--- src/rtl/song_sequencer.sv ---
// song_sequencer: tempo-driven note ROM player with explicit per-note durations.
// Optional build macro SEQ_NOTE_GAP_EN silences the final GAP_CYCLES clocks of every note.
module song_sequencer #(
    parameter int CLK_HZ     = 1000000,
    parameter int TICK_HZ    = 4,
    parameter int SONG_LEN   = 64,
    parameter int GAP_CYCLES = 20000
) (
    input  logic       clk,
    input  logic       rst_n,
    input  logic       auto_sw,
    input  logic       pause,
    output logic [2:0] pitch,
    output logic [6:0] tone,
    output logic [6:0] note_idx,
    output logic       note_start,
    output logic       playing
);
    localparam int TICK_DIV = CLK_HZ / TICK_HZ;
    localparam int TW       = $clog2(TICK_DIV);
    localparam logic [TW-1:0] TICK_LAST = TW'(TICK_DIV - 1);
    localparam logic [TW-1:0] GAP_FROM  = TW'(TICK_DIV - GAP_CYCLES);
    localparam logic [6:0]    IDX_LAST  = 7'(SONG_LEN - 1);
`ifdef SEQ_NOTE_GAP_EN
    localparam bit GAP_EN = 1'b1;
`else
    localparam bit GAP_EN = 1'b0;
`endif

    localparam logic [2:0] RS = 3'b000;
    localparam logic [2:0] LO = 3'b100;
    localparam logic [2:0] MI = 3'b010;
    localparam logic [2:0] HI = 3'b001;
    localparam logic [6:0] D0 = 7'b0000000;
    localparam logic [6:0] D1 = 7'b0000001;
    localparam logic [6:0] D2 = 7'b0000010;
    localparam logic [6:0] D3 = 7'b0000100;
    localparam logic [6:0] D4 = 7'b0001000;
    localparam logic [6:0] D5 = 7'b0010000;
    localparam logic [6:0] D6 = 7'b0100000;
    localparam logic [6:0] D7 = 7'b1000000;

    typedef enum logic [1:0] {IDLE, PLAY, PAUSE} state_t;

    state_t        state_q, state_d;
    logic [6:0]    idx_q, idx_d;
    logic [TW-1:0] tick_q, tick_d;
    logic [2:0]    dur_q, dur_d;
    logic [9:0]    snd_q, snd_d;
    logic          ld_q, ld_d;
    logic          tick, gap;
    logic [6:0]    nxt_idx;
    logic [12:0]   nxt;

    // Score: {pitch, tone, dur}; a 32-entry phrase, repeated when SONG_LEN exceeds it.
    function automatic logic [12:0] rom(input logic [4:0] a);
        case (a)
            5'd0:    rom = {LO, D6, 3'd0};
            5'd1:    rom = {LO, D7, 3'd0};
            5'd2:    rom = {MI, D1, 3'd2};
            5'd3:    rom = {MI, D3, 3'd1};
            5'd4:    rom = {MI, D2, 3'd0};
            5'd5:    rom = {MI, D1, 3'd1};
            5'd6:    rom = {RS, D0, 3'd1};
            5'd7:    rom = {MI, D5, 3'd3};
            5'd8:    rom = {MI, D5, 3'd0};
            5'd9:    rom = {HI, D1, 3'd2};
            5'd10:   rom = {MI, D6, 3'd0};
            5'd11:   rom = {MI, D5, 3'd1};
            5'd12:   rom = {MI, D3, 3'd0};
            5'd13:   rom = {MI, D2, 3'd0};
            5'd14:   rom = {MI, D1, 3'd7};
            5'd15:   rom = {RS, D0, 3'd0};
            5'd16:   rom = {MI, D3, 3'd0};
            5'd17:   rom = {MI, D3, 3'd0};
            5'd18:   rom = {MI, D4, 3'd1};
            5'd19:   rom = {MI, D5, 3'd1};
            5'd20:   rom = {MI, D5, 3'd0};
            5'd21:   rom = {MI, D4, 3'd0};
            5'd22:   rom = {MI, D3, 3'd1};
            5'd23:   rom = {MI, D2, 3'd1};
            5'd24:   rom = {MI, D1, 3'd0};
            5'd25:   rom = {MI, D1, 3'd0};
            5'd26:   rom = {MI, D2, 3'd1};
            5'd27:   rom = {MI, D3, 3'd1};
            5'd28:   rom = {MI, D3, 3'd2};
            5'd29:   rom = {MI, D2, 3'd0};
            5'd30:   rom = {MI, D2, 3'd3};
            default: rom = {RS, D0, 3'd1};
        endcase
    endfunction

    // Tempo tick, next entry lookup and end-of-note gap window.
    always_comb begin
        tick    = state_q == PLAY && tick_q == TICK_LAST;
        nxt_idx = (state_q == IDLE || idx_q == IDX_LAST) ? 7'd0 : idx_q + 7'd1;
        nxt     = rom(nxt_idx[4:0]);
        gap     = GAP_EN && dur_q == 3'd0 && tick_q >= GAP_FROM;
    end

    // Next state: auto_sw low wins, IDLE loads entry 0, PLAY advances counters, PAUSE freezes them.
    always_comb begin
        state_d = state_q;
        idx_d   = idx_q;
        tick_d  = tick_q;
        dur_d   = dur_q;
        snd_d   = snd_q;
        ld_d    = 1'b0;
        if (!auto_sw) begin
            state_d = IDLE;
            idx_d   = 7'd0;
            tick_d  = '0;
            dur_d   = 3'd0;
        end else if (state_q == IDLE) begin
            state_d = PLAY;
            idx_d   = nxt_idx;
            tick_d  = '0;
            dur_d   = nxt[2:0];
            snd_d   = nxt[12:3];
            ld_d    = 1'b1;
        end else begin
            state_d = pause ? PAUSE : PLAY;
            if (state_q == PLAY) begin
                tick_d = tick ? '0 : tick_q + 1'b1;
                if (tick && dur_q == 3'd0) begin
                    idx_d = nxt_idx;
                    dur_d = nxt[2:0];
                    snd_d = nxt[12:3];
                    ld_d  = 1'b1;
                end else if (tick) begin
                    dur_d = dur_q - 3'd1;
                end
            end
        end
    end

    // Sequencer state registers.
    always_ff @(posedge clk or negedge rst_n) begin
        if (!rst_n) begin
            state_q <= IDLE;
            idx_q   <= 7'd0;
            tick_q  <= '0;
            dur_q   <= 3'd0;
            snd_q   <= 10'd0;
            ld_q    <= 1'b0;
        end else begin
            state_q <= state_d;
            idx_q   <= idx_d;
            tick_q  <= tick_d;
            dur_q   <= dur_d;
            snd_q   <= snd_d;
            ld_q    <= ld_d;
        end
    end

    // Registered outputs: silent unless playing, index held in PAUSE and zero in IDLE.
    always_ff @(posedge clk or negedge rst_n) begin
        if (!rst_n) begin
            pitch      <= 3'b000;
            tone       <= 7'd0;
            note_idx   <= 7'd0;
            note_start <= 1'b0;
            playing    <= 1'b0;
        end else begin
            pitch      <= (state_q == PLAY && !gap) ? snd_q[9:7] : 3'b000;
            tone       <= (state_q == PLAY && !gap) ? snd_q[6:0] : 7'd0;
            note_idx   <= state_q == IDLE ? 7'd0 : idx_q;
            note_start <= ld_q;
            playing    <= state_q != IDLE;
        end
    end
endmodule

--- config.mk ---
export PLATFORM = sky130hd
export DESIGN_NAME = song_sequencer
export DESIGN_NICKNAME = d
export VERILOG_FILES = /design/src/rtl/song_sequencer.sv
export SDC_FILE = /design/constraint.sdc
export NUM_CORES = 1
export LEC_CHECK = 0
export CAP_MARGIN = 30
export CORE_AREA = 2 2 80 82
export DETAILED_ROUTE_END_ITERATION = 10
export DIE_AREA = 0 0 82 84
export PLACE_DENSITY = 0.84
export SETUP_SLACK_MARGIN = 0.3
export SLEW_MARGIN = 20
export SYNTH_ARGS = -nofsm -noshare
export SYNTH_HDL_FRONTEND = slang
export SYNTH_SLANG_ARGS = --single-unit
--- constraint.sdc ---
create_clock -name clk -period 6.25 [get_ports clk]
set_input_delay 1.875 -clock clk [delete_from_list [all_inputs] [get_ports clk]]
set_output_delay 1.875 -clock clk [all_outputs]
set_load 0.02 [all_outputs]
Word level (Yosys, flattened, before mapping)

Memory sizes are Yosys's and may differ from the RTL's.
Index checks and enable logic that the tools add are counted.

Flip-flop bits (word level): 60
Latch bits: 0
Bits in writable memories: 0
Memory bits (read-only): 416
Input bits: 4
Output and inout port bits: 19
Word-level logic and storage cells: 59
Memories: 1

Add/subtract/negate cells: 3
Multipliers: 0
Div/mod/pow operators: 0
Order comparisons: 0
Equality and inequality tests: 6
Shift operators: 0
Multiplexer cells: 27
Bitwise logic cells: 0
Reduce and logical (&&, ||, !) cells: 11

Memories:

| name            | depth | bits a word | rd ports | clocked after Yosys merged registers in | wr ports | RTL line | RTL |
|---|---|---|---|---|---|---|---|
| (no name shown) | 32    | 13          | 1        | 0                                       | 0        | 57       | `case (a)` |

Operator list:

| operator                                                           | number |
|---|---|
| 18-bit two-way mux                                                 | 4 |
| 7-bit two-way mux                                                  | 7 |
| 10-bit two-way mux                                                 | 3 |
| 18-bit by 1-bit adder with 18-bit output, second input constant    | 1 |
| 18-bit == test, second input constant                              | 1 |
| 3-bit two-way mux                                                  | 6 |
| 7-bit by 1-bit adder with 7-bit output, second input constant      | 1 |
| 7-bit by 6-bit == test with 1-bit output, second input constant    | 1 |
| 2-bit two-way mux                                                  | 3 |
| 3-bit by 1-bit != test with 1-bit output, second input constant    | 2 |
| 2-bit nonzero test                                                 | 3 |
| 1-bit two-way mux                                                  | 4 |
| 4-bit by 1-bit != test with 1-bit output, second input constant    | 1 |
| 2-bit AND reduction                                                | 2 |
| 3-bit logical NOT                                                  | 1 |
| 3-bit AND reduction                                                | 1 |
| 3-bit by 1-bit subtractor with 3-bit output, second input constant | 1 |
| 2-bit by 1-bit == test with 1-bit output, second input constant    | 1 |
| 1-bit logical AND                                                  | 2 |
| 2-bit logical NOT                                                  | 1 |
| 1-bit logical OR                                                   | 1 |

Logic depth before layout (Yosys ltp)

An unclocked memory read counts as a cell.

Depth in word-level cells: 8
Mapped depth: 12
Gate-level depth less buffers: 11

Least setup slack after synthesis

OpenSTA, ideal clock, no wires.

Kind: input -> register
Start: input auto_sw
End: register tick_q[10]
Setup time: 0.071 ns
Arrival time: 3.004 ns
Required time: 6.179 ns
Setup slack: 3.175 ns
Cell stages on the path: 6
Path buffers: 3
Path through: clkbuf_1 inv_1 or3_1 clkbuf_1 buf_2 nor2_1

Cells in the longest elaborated chain, start to end: 1
Elaborated cells on any way between the ends: 2
Classes of those cells: 1 x eq/ne; 1 x mux

Ends and longest elaborated chain:

| item                                                                                            | RTL line | RTL |
|---|---|---|
| start: declaration                                                                              | 11       | `input logic auto_sw,` |
| 3-bit by 1-bit != test with 1-bit output (no source line) or 18-bit two-way mux (tied branches) | n/a      |  |
| end signal: assignment                                                                          | 149      | `tick_q <= tick_d;` |
| end: declaration                                                                                | 47       | `logic [TW-1:0] tick_q, tick_d;` |

Parallel ways exist; a longest one is shown, timed or not.
A chain may end at the register's enable or synchronous reset.

Worst setup path in the final report

Start: register state_q[1]
End: register snd_q[2]

Cells in the longest elaborated chain, start to end: 7
Elaborated cells on any way between the ends: 13
Classes of those cells: 1 x eq/ne; 4 x mux; 7 x reduce/logical; 1 x memory

Ends and longest elaborated chain:

| item                     | RTL line | RTL |
|---|---|---|
| start: declaration       | 45       | `state_t state_q, state_d;` |
| start signal: assignment | 147      | `state_q <= state_d;` |
| 2-bit logical NOT        | 96, 114  |  |
| 1-bit logical OR         | 96       | `nxt_idx = (state_q == IDLE \|\| idx_q == IDX_LAST) ? 7'd0 : idx_q + 7'd1;` |
| 7-bit two-way mux        | 96       |  |
| memory 32 x 13 bit       | n/a      |  |
| 10-bit two-way mux       | 125      | `if (tick && dur_q == 3'd0) begin` |
| 10-bit two-way mux       | 123      | `if (state_q == PLAY) begin` |
| 10-bit two-way mux       | 114      | `end else if (state_q == IDLE) begin` |
| end signal: assignment   | 151      | `snd_q <= snd_d;` |
| end: declaration         | 49       | `logic [9:0] snd_q, snd_d;` |

Parallel ways exist; a longest one is shown, timed or not. The select of a mux whose other input is x is not followed.

==> metrics.cfg <==
[floorplan]
die_w_um=82
die-area_mm2=0.006888
die_h_um=84
core_mm2=0.006096
io_pins=23
start_util_pct=51.40
rows=29

[synth]
yosysUniqueCellTypes=56
netlist.area_leader.share_pct=47.92
synth.area.top_cells=dfrtp_1 (48%), nand2_1 (4.8%), ha_1 (3.6%)
yosys_warnings=0
syn_avg_cell_area_um2=9.552
synth_edf_count=0
ys_ff_latch=60
ys_seq_area_share_pct=47.92
synthMostInstantiatedCell=dfrtp_1
postSynthCellCount=328
synth_nets=341
netlist_area_mm2=0.003133
synthFlopType=dfrtp_1
async_flop_share_pct=100.0
netlist_top_cells_count=dfrtp_1 (60), nand2_1 (40), nor2_1 (22), o21ai_0 (22)
synth_area_leader_cell=dfrtp_1

[critical_path]
worst_r2r_startpoint=state_q[1]
critical_path_arrival_ns=3.95
path_cells=nor2_1 -> clkinv_1 -> o31a_1 -> nand2_1 -> inv_1 -> ha_1 -> nor3_1 -> a2111oi_0 -> a311oi_1 -> o21ai_1
path_max_fanout=16
cp_slowest_stage_delay_ns=0.73
cp_slowest_cell=nor2_1
crit_path_start=state_q[1]
crit_required_ns=6.47
cp-start-kind=flip-flop
path_class=flip-flop to flip-flop
crit_path_end_kind=flip-flop

[timing]
fin_skew_ns=0.01018
drv_slew=0
tns_ns=0
finalCriticalPeriod_ns=3.736
fmax_mhz=267.7
rsz0062_at_grt=false
final.period_utilization_pct=59.77
hold_viol_final=0
worstMarginPinSlew_ns=0.9338
setup_viol=0
max_slew_margin_pct=37.52

[detailed_routing]
dr.pass1.iters=4
post_drt_wl_per_cell_um=15.28
drt-initial-drc-count=187
ant_nets=0
routed_wl_um=6570
dr_total_vias=2470
avgViaCountPerCell=5.744
drc=0

[cells_and_area]
synthToLayoutAreaGrowth_pct=14.66
fin_nets=361
fin_area_mm2=0.003592
drive_gt1_share_pct=7.649
insertedDiodeCount=0

[status]
status=complete, no violations

[power]
p_total_mw=0.8485
irDropWorstVdd_v=0.0001755
p_per_area_mw_per_mm2=236.2
leakagePower_nw=1.556

[cts]
cts_hold_buf=0
cts_max_level=3
ctsLongestPathBuffers=2
cts-root-buf=clkbuf_8
clock_latency_ns=0.33
cts.sinks=60
cts_setup_buffers=0
cts_resized=0
cts-buffers-inserted=9
cts_tree=built
clkTransAtPathRegs_ns=0.07

[place]
dpl.hpwl_um=4501
io_buffer_count=22
finalWeightedCongestion=0.8905
dpl-instance-area_mm2=0.003396

[global_route]
grt.total_usage_pct=21.41
grt_overflow=0
grt_max_degree=61
first_global_vias=2495
antenna_found_initial=0
grt_pass1_wl_um=11450

[hold_path]
hp-class=flip-flop to flip-flop
hp-start=ld_q

[flow_run]
cap_violations=0

-- metrics by stage --
stage / std cells / utilization, % / worst slack, ns / hold WS [ns]
after detailed placement: 414 / 55.71 / 2.225 / 0.3393
after floorplan: 328 / - / 3.175 / 0.3312
after global routing: 430 / 58.93 / 2.267 / 0.3836
after global placement: 413 / 55.58 / 2.357 / 0.3332
after CTS: 430 / 58.85 / 2.592 / 0.3586
final: 430 / 58.93 / 2.514 / 0.3588
-- state kept, by name, indices dropped and copies added, names as in the netlist --
signal	flops
tick_q	18
snd_q	10
idx_q	7
note_idx	7
tone	7
dur_q	3
pitch	3
state_q	2
ld_q	1
note_start	1
playing	1
-- power breakdown --
group          switching, mW  internal [mW]  leakage (nW)
clock                  0.156          0.182        0.0910
sequential           0.00896          0.404         0.818
combinational         0.0623         0.0357         0.647
total                  0.227          0.621          1.56
-- cell families after synthesis --
| group | Yosys count | share of synthesized area, % |
|---|---|---|
| xor gates and xnor gates | 22 | 6.150 |
| DFF | 60 | 47.92 |
| adders and majority gates | 9 | 3.594 |
| and+or+nand+nor | 138 | 23.44 |
| muxes | 5 | 1.677 |
| AOI/OAI and AO/OA | 64 | 13.38 |
| buffers and inverters | 30 | 3.834 |
-- metal layers --
layer,vias up,part of all wire (%),track usage [%]
met2,101,51,34.89
met4,0,1.2,6.212
li1,1190,-,-
met5,-,0,0
met3,8,6.5,5.519
met1,1171,42,27.81
-- cell type report --
type / instances / area, µm²
Multi-Input combinational cell: 238 / 1516
Clock buffer: 9 / 123.9
Inverter: 15 / 56.30
Sequential cell: 60 / 1501
Timing Repair Buffer: 24 / 230.2
Fill cell: 504 / 2504
Clock inverter: 7 / 67.56
Tap cell: 77 / 96.34
-- final timing paths --
| kind | to | slack [ns] | cells past startpoint |
|---|---|---|---|
| max | snd_q[2] | 2.51 | 10 |
| min | note_start | 0.36 | 0 |
| max reg2reg | snd_q[2] | 2.51 | 10 |
| min reg2reg | note_start | 0.36 | 0 |
| max in group asynchronous | pitch[0] | 4.07 | 2 |
| min in group asynchronous | tick_q[17] | 1.68 | 2 |
-- layout by cell type, fill, tap and decap left out, types with 9 or more instances in the layout --
cell	n
ha_1	9
clkbuf_8	9
nand3_1	17
nor2_1	22
inv_1	14
dfrtp_1	60
nand2_1	40
o21ai_0	21
xor2_1	11
and2_1	17
clkdlybuf4s50_1	21
xnor2_1	11
-- critical path: cells and delay by family, from the launching register on --
kind / cells / cell delay (ns)
and+or+nand+nor: 3 / 1.28
AOI/OAI and AO/OA: 4 / 0.90
buffers and inverters: 2 / 0.74
DFF: 1 / 0.41
adders and majority gates: 1 / 0.28
No activity file was read; power rests on OpenSTA's default activity.
